**src/rtl/alu_share_arbiter.sv**
```systemverilog
// alu_share_arbiter: round-robin share of one combinational ALU between two
// requesters. The winning request is registered, the ALU is driven from those
// registers, the result is captured and returned on a tagged valid/ready port.
//
// Ports:
//   clk, reset              clock (rising edge), synchronous active-low reset
//   req{0,1}_valid_i/op_i/a_i/b_i  request inputs per requester
//   req{0,1}_ready_o        combinational accept strobe (IDLE only)
//   rsp_valid_o/ready_i     response handshake
//   rsp_id_o, rsp_result_o  owning requester and registered result
//   alu_op_o/a_o/b_o        to ALU, straight from the captured request
//   alu_result_i            combinational ALU result
module alu_share_arbiter #(
  parameter int unsigned DATA_WIDTH = 32,
  parameter int unsigned OP_WIDTH   = 4
) (
  input  logic                  clk,
  input  logic                  reset,
  input  logic                  req0_valid_i,
  output logic                  req0_ready_o,
  input  logic [OP_WIDTH-1:0]   req0_op_i,
  input  logic [DATA_WIDTH-1:0] req0_a_i,
  input  logic [DATA_WIDTH-1:0] req0_b_i,
  input  logic                  req1_valid_i,
  output logic                  req1_ready_o,
  input  logic [OP_WIDTH-1:0]   req1_op_i,
  input  logic [DATA_WIDTH-1:0] req1_a_i,
  input  logic [DATA_WIDTH-1:0] req1_b_i,
  output logic                  rsp_valid_o,
  input  logic                  rsp_ready_i,
  output logic                  rsp_id_o,
  output logic [DATA_WIDTH-1:0] rsp_result_o,
  output logic [OP_WIDTH-1:0]   alu_op_o,
  output logic [DATA_WIDTH-1:0] alu_a_o,
  output logic [DATA_WIDTH-1:0] alu_b_o,
  input  logic [DATA_WIDTH-1:0] alu_result_i
);

  typedef enum logic [1:0] {
    IDLE = 2'd0,
    EXEC = 2'd1,
    RESP = 2'd2
  } state_t;

  state_t                state_q, state_d;
  logic [OP_WIDTH-1:0]   op_q, op_d;
  logic [DATA_WIDTH-1:0] a_q, a_d;
  logic [DATA_WIDTH-1:0] b_q, b_d;
  logic [DATA_WIDTH-1:0] result_q, result_d;
  logic                  id_q, id_d;
  logic                  last_grant_q, last_grant_d;
  logic                  rsp_valid_q, rsp_valid_d;
  logic                  grant0, grant1;

  // Next-state, arbitration and capture logic.
  always_comb begin
    state_d      = state_q;
    op_d         = op_q;
    a_d          = a_q;
    b_d          = b_q;
    result_d     = result_q;
    id_d         = id_q;
    last_grant_d = last_grant_q;
    rsp_valid_d  = rsp_valid_q;
    grant0       = 1'b0;
    grant1       = 1'b0;

    case (state_q)
      IDLE: begin
        // Tie goes to whoever did not win last time.
        grant0 = req0_valid_i & (~req1_valid_i | last_grant_q);
        grant1 = req1_valid_i & (~req0_valid_i | ~last_grant_q);
        if (grant0) begin
          op_d         = req0_op_i;
          a_d          = req0_a_i;
          b_d          = req0_b_i;
          id_d         = 1'b0;
          last_grant_d = 1'b0;
          state_d      = EXEC;
        end else if (grant1) begin
          op_d         = req1_op_i;
          a_d          = req1_a_i;
          b_d          = req1_b_i;
          id_d         = 1'b1;
          last_grant_d = 1'b1;
          state_d      = EXEC;
        end
      end
      EXEC: begin
        result_d    = alu_result_i;
        rsp_valid_d = 1'b1;
        state_d     = RESP;
      end
      RESP: begin
        if (rsp_ready_i) begin
          rsp_valid_d = 1'b0;
          state_d     = IDLE;
        end
      end
      default: begin
        rsp_valid_d = 1'b0;
        state_d     = IDLE;
      end
    endcase
  end

  // State and payload registers.
  always_ff @(posedge clk) begin
    if (!reset) begin
      state_q      <= IDLE;
      op_q         <= '0;
      a_q          <= '0;
      b_q          <= '0;
      result_q     <= '0;
      id_q         <= 1'b0;
      last_grant_q <= 1'b1;
      rsp_valid_q  <= 1'b0;
    end else begin
      state_q      <= state_d;
      op_q         <= op_d;
      a_q          <= a_d;
      b_q          <= b_d;
      result_q     <= result_d;
      id_q         <= id_d;
      last_grant_q <= last_grant_d;
      rsp_valid_q  <= rsp_valid_d;
    end
  end

  // Ready is held low while reset is asserted, even before the reset edge.
  assign req0_ready_o = reset & grant0;
  assign req1_ready_o = reset & grant1;

  assign rsp_valid_o  = rsp_valid_q;
  assign rsp_id_o     = id_q;
  assign rsp_result_o = result_q;
  assign alu_op_o     = op_q;
  assign alu_a_o      = a_q;
  assign alu_b_o      = b_q;

endmodule

```
**config.mk**
```make
export PLATFORM = sky130hd
export DESIGN_NAME = alu_share_arbiter
export DESIGN_NICKNAME = d
export VERILOG_FILES = /design/src/rtl/alu_share_arbiter.sv
export SDC_FILE = /design/constraint.sdc
export NUM_CORES = 1
export LEC_CHECK = 0
export ABC_CLOCK_PERIOD_IN_PS = 1700
export BUFFER_PORTS_ARGS = -buffer_cell sky130_fd_sc_hd__buf_2
export CAP_MARGIN = 20
export CORE_MARGIN = 2
export CORE_UTILIZATION = 45
export DETAILED_ROUTE_END_ITERATION = 8
export MAX_ROUTING_LAYER = met4
export PLACE_DENSITY = 0.81
export SLEW_MARGIN = 25
export SYNTH_ARGS = -nofsm -noshare
export SYNTH_HDL_FRONTEND = slang
export SYNTH_SLANG_ARGS = --single-unit
```
**constraint.sdc**
```tcl
create_clock -name clk -period 1.7 [get_ports clk]
set_input_delay 0.17 -clock clk [delete_from_list [all_inputs] [get_ports clk]]
set_output_delay 0.17 -clock clk [all_outputs]
set_load 0.05 [all_outputs]
```
* Word level (Yosys, flattened, before mapping)
Cells that the tools add are included.
** Word-level totals
- Bits in registers :: 105
- Input port bits :: 173
** Cells by class
- Bitwise logic cells :: 10
- Equal/unequal tests :: 4
- Reduce and logical (&&, ||, !) cells :: 5
- Multiplexer cells :: 16
** Operators by type and width (count)
- $mux 32 :: 4
- $mux 4 :: 2
- $mux 2 :: 3
- $pmux 2 s3 :: 1
- $reduce_and 2->1 :: 3
- $mux 1 :: 5
- $and 1x1->1 :: 4
- $not 1->1 :: 4
- $ne 3x3->1 const B :: 1
- $pmux 1 s3 :: 1
- $eq 2x1->1 const B :: 1
- $eq 2x2->1 const B :: 1
- $logic_not 2->1 :: 1
- $ne 2x2->1 const B :: 1
- $or 1x1->1 :: 2
- $reduce_bool 2->1 :: 1

* Longest topological paths before layout
- Depth in word-level cells :: 6
- Mapped depth :: 6

* Worst setup path before layout
OpenSTA, ideal clock, no wires.
- Path type :: register to output
- Start :: reg last_grant_q
- End :: out req0_ready_o
- Setup slack :: -223 ps
- Arrival :: 1753 ps
- Stages on the path, launching flop included :: 5
- Data required time :: 1530 ps
- Path through :: dfxtp_1 -> nor2b_1 -> buf_2 -> buf_2 -> nor3_1
** Between the ends
- Longest elaborated chain between the ends :: 4
** RTL lines
- from (decl) :: line 51 : logic last_grant_q, last_grant_d;
- from (signal assigned) :: line 125 : last_grant_q <= last_grant_d;
- $or 1x1->1 :: line 71 : grant0 = req0_valid_i & (~req1_valid_i | last_grant_q);
- $and 1x1->1 :: line 71
- $mux 1 :: line 68 : case (state_q)
- $and 1x1->1 :: line 131 : assign req0_ready_o = reset & grant0;
- to (decl) :: line 20 : output logic req0_ready_o,
No other way between the ends.

* Worst setup path after layout
- Start :: reg state_q[0]
- End :: reg a_q[12] (netlist: alu_a_o[12])
** Between the ends
- Longest elaborated chain between the ends :: 2
** RTL lines
- from (decl) :: line 45 : state_t state_q, state_d;
- from (signal assigned) :: line 119 : state_q <= state_d;
- $logic_not 2->1 :: line 68
- $reduce_and 2->1 (no source line)
- to (signal assigned) :: line 112 : a_q <= '0;
- to (signal assigned) :: line 121 : a_q <= a_d;
- to (decl) :: line 47 : logic [DATA_WIDTH-1:0] a_q, a_d;
No other way between the ends.
A chain may end at the register's enable or synchronous reset.

==> results.json <==
{
  "status": "completed",
  "report.final.slew_viol_count": 0,
  "power.density_nw_per_um2": 1080,
  "syn_to_final_growth_pct": 32.3,
  "postSynthCellCount": 565,
  "finClkSkew_ps": 8.90,
  "wl_per_cell_um": 16.3,
  "diodes": 0,
  "rows": 38,
  "ys_warn_count": 0,
  "vias_per_cell": 5.60,
  "syn_area_um2": 5000,
  "postCtsHoldBufs": 0,
  "clock_path_buffers": 2,
  "n_fill_cell": 936,
  "max_freq_mhz": 627,
  "startpoint_type": "flip-flop",
  "synth_nets": 738,
  "multi_input_area_um2": 2570,
  "synth_edf_count": 0,
  "top_usage_layer": "met2",
  "hold_violations": 0,
  "cts_root_buf": "clkbuf_8",
  "grt_pass1_wl_mm": 23.0,
  "htree_levels": 3,
  "rsz0062_at_grt": "false",
  "grt_pass1_vias": 4991,
  "leakagePower_uw": 0.00329,
  "cts_resized": 0,
  "drc_errors": 0,
  "syn_area_per_cell_um2": 8.86,
  "worst_slack_ps": 105,
  "seqCellArea_um2": 2100,
  "async_flop_share_pct": 0,
  "end_kind": "flip-flop",
  "setup_violations": 0,
  "wl_mm": 15.4,
  "gr-total-overflow": 0,
  "dp_slack_ps": 138,
  "clock_latency_ps": 360,
  "drtAntennaViolNets": 0,
  "ys.flop_type": "dfxtp_1",
  "yosysSeqAreaShare_pct": 42.0,
  "numClockSinks": 105,
  "fin_setup_tns_ps": 0,
  "die-area_um2": 12000,
  "post-route-period-util_pct": 93.8,
  "antenna_found_initial": 0,
  "die_w_um": 109,
  "grt_max_degree": 76,
  "clk_pin_slew_ps": 100,
  "slew_headroom_pct": 59.9,
  "worst_pin_slew_ps": 600,
  "io_pins": 277,
  "grtUsageMet1_pct": 28.3,
  "drt_iter0_markers": 466,
  "die_y_um": 109,
  "globalRouteMet3Util_pct": 3.73,
  "dr.pass1.iters": 6,
  "port_buffers": 276,
  "cts_setup_buffers": 0,
  "dp_hpwl_mm": 10.8,
  "num-nets-final": 974,
  "core_um2": 10800,
  "ys_types": 31,
  "critical_path_arrival_ps": 1790,
  "path_max_fanout": 25,
  "vdd_drop_max_v": 0.000556,
  "grtUsageMet2_pct": 42.8,
  "min_period_ps": 1600,
  "initial_utilization_pct": 46.2,
  "grtUsageTotal_pct": 24.7,
  "hp-class": "in2reg",
  "gp_congestion": 0.782,
  "drv_cap": 0,
  "required_ps": 1900,
  "cts_tree": "done",
  "synth-seq-cells": 105,
  "cts_made_buffers": 9,
  "via_count": 5288,
  "crit_type": "reg2reg",
  "drive_gt1_share_pct": 39.1
}
## final timing paths
| kind | endpoint | from | slack (ps) | cells past startpoint |
|---|---|---|---|---|
| setup / recovery | alu_a_o[12] | state_q[0] | 100 | 3 |
| setup reg to reg | alu_a_o[12] | state_q[0] | 100 | 3 |
| hold reg to reg | alu_a_o[14] | alu_a_o[14] | 450 | 2 |
| hold / removal | rsp_result_o[9] | alu_result_i[9] | 40 | 3 |
## critical path, stage by stage, from the launching register on
cell,delay (ps)
dfxtp_1,400
or2_1,330
nor2_4,510
a32oi_1,200
## cells in the mapped netlist (all sizes together), types with 2 or more instances
cell type,n,area [µm²]
a21boi,76,571
a22oi,2,15.0
a32oi,25,219
and3,44,275
buf,40,239
clkbuf,26,97.6
dfxtp,105,2100
inv,2,7.50
nand2,91,342
nand2b,2,15.0
nand3,25,125
nor2,4,37.5
nor2b,4,25.0
o21ai,27,139
o21bai,43,323
o311a,43,430
## registers in the layout, summed over array words and instances, names as in the netlist
name	count
last_grant_q	1
alu_b_o	32
alu_a_o	32
alu_op_o	4
rsp_result_o	32
state_q	2
rsp_valid_o	1
rsp_id_o	1
## metal layers
layer | wire length (µm) | vias to the layer above
li1 | - | 2545
met1 | 6010 | 2428
met2 | 7770 | 279
met3 | 1190 | 36
met4 | 451 | 0
met5 | 0 | -
## cells by family (layout without fill, tap and decap cells)
logic type             after synthesis  count (layout)  synth area share (%)
DFF                                105             105                  42.0
AOI/OAI and AO/OA                  218             218                  34.2
buffers and inverters               68             308                  6.87
and+or+nand+nor                    174             174                  16.9
## area by class of cell
| class | count | share of cell area, % |
|---|---|---|
| tap | 140 | 2.64 |
| clock buffer | 9 | 1.87 |
| multi-input combinational | 392 | 38.7 |
| timing repair buffer | 291 | 23.2 |
| clock inverter | 6 | 1.74 |
| inverter | 2 | 0.113 |
| sequential | 105 | 31.7 |
## power breakdown
group	internal [µW]	leakage, µW	switching (µW)
combinational	739	0.00231	1680
sequential	2740	0.000868	148
clock	978	0.000116	853
## metrics by stage
step / instance area [µm²] / std cells / util (%) / hold WS [ps] / total power, µW
2_1_floorplan: 5010 / 565 / - / 305 / 4700
3_3_place_gp: 6380 / 930 / 58.9 / 408 / 5300
3_5_place_dp: 6380 / 930 / 58.9 / 418 / 5370
4_1_cts: 6620 / 945 / 61.1 / 16.2 / 7210
5_1_grt: 6620 / 945 / 61.1 / 22.9 / 7480
6_report: 6620 / 945 / 61.1 / 37.3 / 7140
## cell usage in the layout (no fill, tap or decap), drive strengths merged, types with 4 or more instances in the layout
cell / n
nand3: 25
nand2: 91
nor2b: 4
nor2: 4
o311a: 43
dfxtp: 105
o21ai: 27
clkbuf: 9
a21boi: 76
o21bai: 43
and3: 44
buf: 291
a32oi: 25
No activity file was read; power rests on OpenSTA's default activity.
